## src/rtl/dmem_arbiter.sv

```systemverilog
// Two-port (CPU/DMA) single-beat arbiter and SETUP/ACCESS sequencer for the 1024x8 DataMemory.
// Define DMEM_ARB_RR_EN for round-robin tie-breaking; otherwise port 0 has fixed priority.
module dmem_arbiter #(
   parameter int ADDR_W = 10,
   parameter int DATA_W = 8
) (
   input  logic              i_clk,
   input  logic              i_rst,
   input  logic              i_req0,
   input  logic              i_we0,
   input  logic [ADDR_W-1:0] i_addr0,
   input  logic [DATA_W-1:0] i_wdata0,
   output logic              o_ack0,
   output logic [DATA_W-1:0] o_rdata0,
   input  logic              i_req1,
   input  logic              i_we1,
   input  logic [ADDR_W-1:0] i_addr1,
   input  logic [DATA_W-1:0] i_wdata1,
   output logic              o_ack1,
   output logic [DATA_W-1:0] o_rdata1,
   output logic [ADDR_W-1:0] o_mem_Address,
   output logic [DATA_W-1:0] o_mem_WriteData,
   output logic              o_mem_WriteEn,
   output logic              o_mem_ReadEn,
   input  logic [DATA_W-1:0] i_mem_ReadData,
   output logic              o_busy,
   output logic              o_grant
);

   typedef enum logic [1:0] {IDLE, SETUP, ACCESS, DONE} state_t;

   state_t            state_reg, state_next;
   logic              grant_reg;
   logic              we_reg;
   logic [ADDR_W-1:0] addr_reg;
   logic [DATA_W-1:0] wdata_reg;
   logic [DATA_W-1:0] rdata0_reg, rdata1_reg;
   logic              winner;
   logic              any_req;

   assign any_req = i_req0 | i_req1;

`ifdef DMEM_ARB_RR_EN
   logic last_reg;
   // On a tie the port that was not granted last time wins.
   assign winner = (i_req0 & i_req1) ? ~last_reg : i_req1;
`else
   assign winner = ~i_req0;
`endif

   always_ff @(posedge i_clk or posedge i_rst) begin
      if (i_rst) begin
         state_reg  <= IDLE;
         grant_reg  <= 1'b0;
         we_reg     <= 1'b0;
         addr_reg   <= '0;
         wdata_reg  <= '0;
         rdata0_reg <= '0;
         rdata1_reg <= '0;
`ifdef DMEM_ARB_RR_EN
         last_reg   <= 1'b1;
`endif
      end else begin
         state_reg <= state_next;
         // Request fields are captured once; later changes are ignored until ack.
         if (state_reg == IDLE && any_req) begin
            grant_reg <= winner;
            we_reg    <= winner ? i_we1    : i_we0;
            addr_reg  <= winner ? i_addr1  : i_addr0;
            wdata_reg <= winner ? i_wdata1 : i_wdata0;
`ifdef DMEM_ARB_RR_EN
            last_reg  <= winner;
`endif
         end
         if (state_reg == ACCESS && !we_reg) begin
            if (grant_reg) rdata1_reg <= i_mem_ReadData;
            else           rdata0_reg <= i_mem_ReadData;
         end
      end
   end

   always_comb begin
      state_next      = state_reg;
      o_mem_ReadEn    = 1'b0;
      o_mem_WriteEn   = 1'b0;
      o_mem_Address   = '0;
      o_mem_WriteData = '0;
      o_ack0          = 1'b0;
      o_ack1          = 1'b0;
      case (state_reg)
         IDLE: begin
            if (any_req) state_next = SETUP;
         end
         SETUP: begin
            // ReadEn alone latches the memory's address pointer at the edge.
            o_mem_ReadEn  = 1'b1;
            o_mem_Address = addr_reg;
            state_next    = ACCESS;
         end
         ACCESS: begin
            // Both enables high on a write keeps the pointer from reloading.
            o_mem_ReadEn    = 1'b1;
            o_mem_WriteEn   = we_reg;
            o_mem_Address   = addr_reg;
            o_mem_WriteData = we_reg ? wdata_reg : '0;
            state_next      = DONE;
         end
         DONE: begin
            o_ack0     = ~grant_reg;
            o_ack1     = grant_reg;
            state_next = IDLE;
         end
         default: state_next = IDLE;
      endcase
   end

   assign o_busy   = (state_reg != IDLE);
   assign o_grant  = grant_reg;
   assign o_rdata0 = rdata0_reg;
   assign o_rdata1 = rdata1_reg;

endmodule

```

## config.mk

```make
export PLATFORM = sky130hd
export DESIGN_NAME = dmem_arbiter
export DESIGN_NICKNAME = d
export VERILOG_FILES = /design/src/rtl/dmem_arbiter.sv
export SDC_FILE = /design/constraint.sdc
export NUM_CORES = 1
export LEC_CHECK = 0
export ABC_AREA = 1
export BUFFER_PORTS_ARGS = -buffer_cell sky130_fd_sc_hd__buf_2
export CAP_MARGIN = 20
export CORE_ASPECT_RATIO = 1.1
export CORE_MARGIN = 2
export CORE_UTILIZATION = 47
export CTS_CLUSTER_DIAMETER = 40
export DETAILED_ROUTE_END_ITERATION = 12
export PLACE_DENSITY_LB_ADDON = 0.08
export SYNTH_ARGS = -nofsm -noshare
export SYNTH_HDL_FRONTEND = slang
export SYNTH_SLANG_ARGS = --single-unit
```

## constraint.sdc

```tcl
create_clock -name i_clk -period 1.67 [get_ports i_clk]
set_input_delay 0.0835 -clock i_clk [delete_from_list [all_inputs] [get_ports i_clk]]
set_output_delay 0.0835 -clock i_clk [all_outputs]
set_load 0.02 [all_outputs]
```

==> results.json, run 1 <==
{
  "yosys_warnings": 0,
  "dieArea_um2": 4810,
  "dr.pass1.iters": 5,
  "drc": 0,
  "place_congestion": 0.800,
  "synth_area_leaders": "dfrtp_1, nand2_1, nand4_1",
  "switchingPower_w": 0.00224,
  "fin_crit_sh": 0.922,
  "vias": 1990,
  "path_class": "register to output pin",
  "ir_drop_uv": 770,
  "ff2ff_path_depth": 5,
  "relSlewSlack": 0.680,
  "drv_cap": 0,
  "syn_to_final_growth_pct": 29.5,
  "cts_setup_buffers": 0,
  "portBuffers": 89,
  "start_util": 0.499,
  "synthArstFlopShare": 1.00,
  "drv_slew": 0,
  "synthCells": 283,
  "ios": 90,
  "final_hold_viol_count": 0,
  "clockBufferDepth": 2,
  "skew_ns": 0.00396,
  "grt_pass1_wl_um": 7550,
  "cts_max_level": 2,
  "fillCellCount": 406,
  "tightest_slew_ns": 0.480,
  "syn_avg_cell_area_um2": 7.10,
  "chipWidth_um": 66.3,
  "place_inst": 417,
  "grt_max_degree": 39,
  "status": "complete, no violations",
  "r2r-end": "o_rdata0[2]",
  "fin_cells": 426,
  "regToRegSetupSlack_ns": 0.27,
  "worstReg2RegStart": "state_reg[0]",
  "tritoncts": "built",
  "cp-end-kind": "output pin",
  "ant_nets": 0,
  "cp.arrival_ns": 1.46,
  "grt_pass1_vias": 1812,
  "hp-start": "i_wdata1[5]",
  "p_seq_frac": 0.342,
  "synth_cell_types": 16,
  "swShare": 0.465,
  "fmax_ghz": 0.650,
  "final_layout_size_suffix_gt1_frac": 0.297,
  "cts_sinks": 38,
  "powerDensity_nw_per_um2": 1850,
  "row_count": 24,
  "synth-main-ff-cell": "dfrtp_1",
  "p_int_w": 0.00258,
  "yosysMostFrequentCell": "nand2_1",
  "cp-start-kind": "register",
  "synth_edf_count": 0,
  "cp.required_ns": 1.59,
  "nets": 428,
  "drt-total-wl_um": 4640,
  "synth_common_cells": "nand2_1, dfrtp_1, inv_1",
  "antenna_found_initial": 0,
  "cp_max_fo": 12,
  "synthDominantCellAreaShare": 0.473,
  "synth_nets": 338,
  "clkPwrFrac": 0.134,
  "setup_viol": 0,
  "antennaDiodeCount": 0,
  "synth-seq-cells": 38,
  "clk_latency_ns": 0.29,
  "grt_usage": 0.207,
  "comb_power_share": 0.524,
  "drtIter0Drc": 125,
  "path_clk_slew_ns": 0.07,
  "viasPerCell": 4.67,
  "finalCriticalPeriod_ns": 1.54,
  "dp_hpwl_um": 3400,
  "grt_setup_unrepaired": "no",
  "core-area_um2": 4020,
  "finalSetupTns_ns": 0,
  "cts_buffers": 5,
  "die_h_um": 72.6,
  "avgRoutedWirePerCell_um": 10.9,
  "syn-cell-area_um2": 2010,
  "worstHoldPathCells": 5,
  "hp-class": "input pin to register",
  "largest_register_ffs": 10,
  "root_buffer": "clkbuf_8",
  "holdPathEnd": "wdata_reg[5]",
  "synth_top_area_cell": "dfrtp_1",
  "overflow": 0,
  "leakagePower_nw": 1.67,
  "synth_seq_area_share": 0.473
}
==> what timing repair did <==
item | in CTS | in global routing
endpoints found under the hold margin | 38 | 0
hold buffers | 1 | 0
pin swaps | 0 | 0
endpoints found under the setup margin | 11 | 18
resized for setup | 1 | 3
==> worst max-delay path: stages, from the launching register on <==
cell and delay, ns:
dfrtp_1 0.42, inv_1 0.10, ha_4 0.36, nand2_1 0.07, inv_1 0.06, buf_2 0.16
==> power groups by stage <==
stage / Sequential (W) / Combinational (W) / Clock, W
4_1_cts: 0.00164 / 0.00249 / 0.000666
6_report: 0.00165 / 0.00252 / 0.000646
5_1_grt: 0.00171 / 0.00282 / 0.000702
2_1_floorplan: 0.00185 / 0.00152 / 0
3_3_place_gp: 0.00164 / 0.00242 / 0
3_5_place_dp: 0.00166 / 0.00246 / 0
==> cells by family after synthesis <==
kind of cell	count (synthesis)	synth area share
buf+inv	40	0.0878
simple gates	199	0.405
flops	38	0.473
compound gates	1	0.00249
fa+ha+maj	5	0.0311
==> final cells by class <==
cell class | count | area (um^2) | share of cell area
well taps | 52 | 65.1 | 0.0250
clock buffers | 7 | 86.3 | 0.0332
inverters | 28 | 105 | 0.0404
multi-input cells | 205 | 897 | 0.345
repair buffers | 95 | 493 | 0.189
flip-flops and latches | 38 | 951 | 0.365
clock inverters | 1 | 5.00 | 0.00192
==> layer usage <==
metal	wire length [um]	track usage
met1	1910	0.239
met2	2270	0.356
met3	366	0.0617
met4	93	0.0839
met5	0	0
==> through the flow <==
stage	hold slack, ns	setup slack (ns)	cell area (um^2)	util	total power [W]
finish	0.0747	0.131	2600	0.647	0.00481
global route	0.0713	0.00289	2600	0.647	0.00523
CTS	0.0653	0.00310	2590	0.644	0.00480
detailed placement	0.226	0.247	2490	0.618	0.00412
global placement	0.219	0.287	2490	0.618	0.00406
floorplan	0.231	0.228	2010	-	0.00337
==> cells in the final DEF, fill, tap and decap left out, types with 4 or more instances in the layout <==
cell and count:
buf_2 89, buf_4 5, clkbuf_8 6, dfrtp_1 38, ha_1 4, inv_1 23, inv_2 5, nand2_1 165
nand3_1 5, nand4_1 16, nor2_1 9
==> worst max-delay path by stage <==
stage / startpoint / slack (ns) / depth (start not counted) / to
after floorplan: state_reg[1] / 0.23 / 5 / o_mem_Address[9]
after global placement: state_reg[1] / 0.29 / 5 / o_mem_Address[3]
after detailed placement: state_reg[1] / 0.25 / 5 / o_mem_Address[3]
after CTS: state_reg[0] / 0.003 / 5 / o_mem_WriteData[5]
after global routing: state_reg[0] / 0.003 / 5 / o_mem_WriteData[3]
final: state_reg[1] / 0.13 / 5 / o_mem_Address[3]
Power figures use the tool's default switching activity.
==> run 2: changes to the inputs <==
Settings changed: CORE_ASPECT_RATIO 1.1 to 1.5.
==> run 2 against run 1 <==
  * Power is 2.2% higher
  * Sequential power hardly changed
  * Critical path depth is 1 higher
  * Routed wire length is 2.5% higher
  * Non-clock buffer count is 1 lower
  * Core utilization is 2.2 points lower
  * Global-route usage is 0.38 points higher
  * Largest cell class unchanged
==> results.json, run 2 (synthesis results as in run 1) <==
{
  "skew_ns": 0.00896,
  "overflow": 0,
  "mostFrequentLayoutCells": "nand2_1, buf_2, dfrtp_1",
  "path_class": "register to output pin",
  "tritoncts": "built",
  "grt_usage": 0.211,
  "path_clk_slew_ns": 0.08,
  "relSlewSlack": 0.687,
  "clockBufferDepth": 2,
  "leakagePower_nw": 1.68,
  "nets": 427,
  "cp_max_fo": 9,
  "start_util": 0.482,
  "die_h_um": 84.1,
  "drt-total-wl_um": 4760,
  "critPathLaunch": "state_reg[0]",
  "dr.pass1.iters": 4,
  "portBuffers": 89,
  "worstHoldPathCells": 3,
  "fin_area_um2": 2610,
  "vias": 1965,
  "clk_latency_ns": 0.29,
  "fmax_ghz": 0.627,
  "syn_to_final_growth_pct": 29.6,
  "drtIter0Drc": 79,
  "powerDensity_nw_per_um2": 1890,
  "holdPathEnd": "o_rdata1[7]",
  "grt_setup_unrepaired": "no",
  "ff2ff_path_depth": 5,
  "ant_nets": 0,
  "largest_register_ffs": 10,
  "hp-class": "input pin to register",
  "placed_area_um2": 2470,
  "viasPerCell": 4.69,
  "finalSetupTns_ns": 0,
  "path_delay_family": "buffers and inverters",
  "status": "complete, no violations",
  "avgRoutedWirePerCell_um": 11.4,
  "dp_hpwl_um": 3550,
  "antenna_found_initial": 0,
  "place_ws_ns": 0.251,
  "drv_slew": 0,
  "drc": 0,
  "grt_pass1_vias": 1882,
  "dieArea_um2": 4820,
  "worstReg2RegStart": "state_reg[0]",
  "finalCriticalPeriod_ns": 1.60,
  "tightest_slew_ns": 0.469,
  "grt_max_degree": 39,
  "setup_ws_ns": 0.0747,
  "final_hold_viol_count": 0,
  "grt_pass1_wl_um": 7990,
  "cts_max_level": 2,
  "r2r-end": "o_rdata1[4]",
  "core-area_um2": 4170,
  "chipWidth_um": 57.4,
  "fillCellCount": 416,
  "regToRegSetupSlack_ns": 0.30,
  "final_common_cell": "nand2_1",
  "place_congestion": 0.882,
  "hp-start": "i_mem_ReadData[7]",
  "fin_crit_sh": 0.955,
  "root_buffer": "clkbuf_8",
  "cp.required_ns": 1.59,
  "antennaDiodeCount": 0,
  "row_count": 29,
  "cpMaxStageDelayCell": "dfrtp_1",
  "cts_buffers": 5,
  "cp-start-kind": "register",
  "cpPeakStageDelay_ns": 0.41,
  "power_w": 0.00492,
  "crit_chain": "inv_2 > ha_1 > buf_4 > nand2_1 > inv_1 > buf_2",
  "setup_viol": 0,
  "utilization": 0.624,
  "cp-end-kind": "output pin",
  "ios": 90,
  "crit_buf_inv": 4,
  "cts_sinks": 38,
  "cp.arrival_ns": 1.51,
  "final_layout_size_suffix_gt1_frac": 0.298,
  "ir_drop_uv": 1230,
  "drv_cap": 0
}
## run 2: per-layer routing
metal,up-vias,share of wire,global-route usage
met2,65,0.53,0.381
met4,0,0.014,0.0634
met5,-,0,0
met3,5,0.058,0.0450
li1,1029,-,-
met1,866,0.40,0.239
## run 2: layout make-up
| cell class | instances | area (um^2) | share of cell area |
|---|---|---|---|
| timing repair buffer | 94 | 485 | 0.186 |
| inverter | 28 | 105 | 0.0403 |
| tap | 46 | 57.6 | 0.0221 |
| clock inverter | 3 | 40.0 | 0.0154 |
| multi-input combinational | 205 | 897 | 0.344 |
| clock buffer | 5 | 68.8 | 0.0264 |
| sequential | 38 | 951 | 0.365 |
## run 2: worst min-delay path, stage by stage
cell,delay [ns]
buf_2,0.11
nand4_1,0.07
nand2_1,0.05
## run 2: worst max-delay path by stage
stage,end,depth (start not counted)
floorplan,o_mem_Address[9],5
global placement,addr_reg[3],6
detailed placement,o_mem_Address[6],5
CTS,o_mem_Address[6],5
global route,o_mem_WriteEn,6
finish,o_mem_WriteEn,6
## run 2: power breakdown
part	switching, W	total (W)	leakage [nW]	internal, W
logic	0.00164	0.00251	1.15	0.000872
clock network	0.000325	0.000765	0.0579	0.000440
registers	0.000275	0.00164	0.469	0.00137
## run 2: stage by stage
step                      cells  hold slack (ns)
after global placement      410            0.223
after floorplan             283            0.231
after global routing        419           0.0703
after CTS                   419           0.0510
after detailed placement    410            0.227
final                       419           0.0523
## run 2: what timing repair did
item | in CTS | in global routing
setup endpoints to repair | 11 | 19
setup buffers | 0 | 0
hold buffers | 1 | 0
gates resized for setup | 1 | 3
hold endpoints to repair | 38 | 0
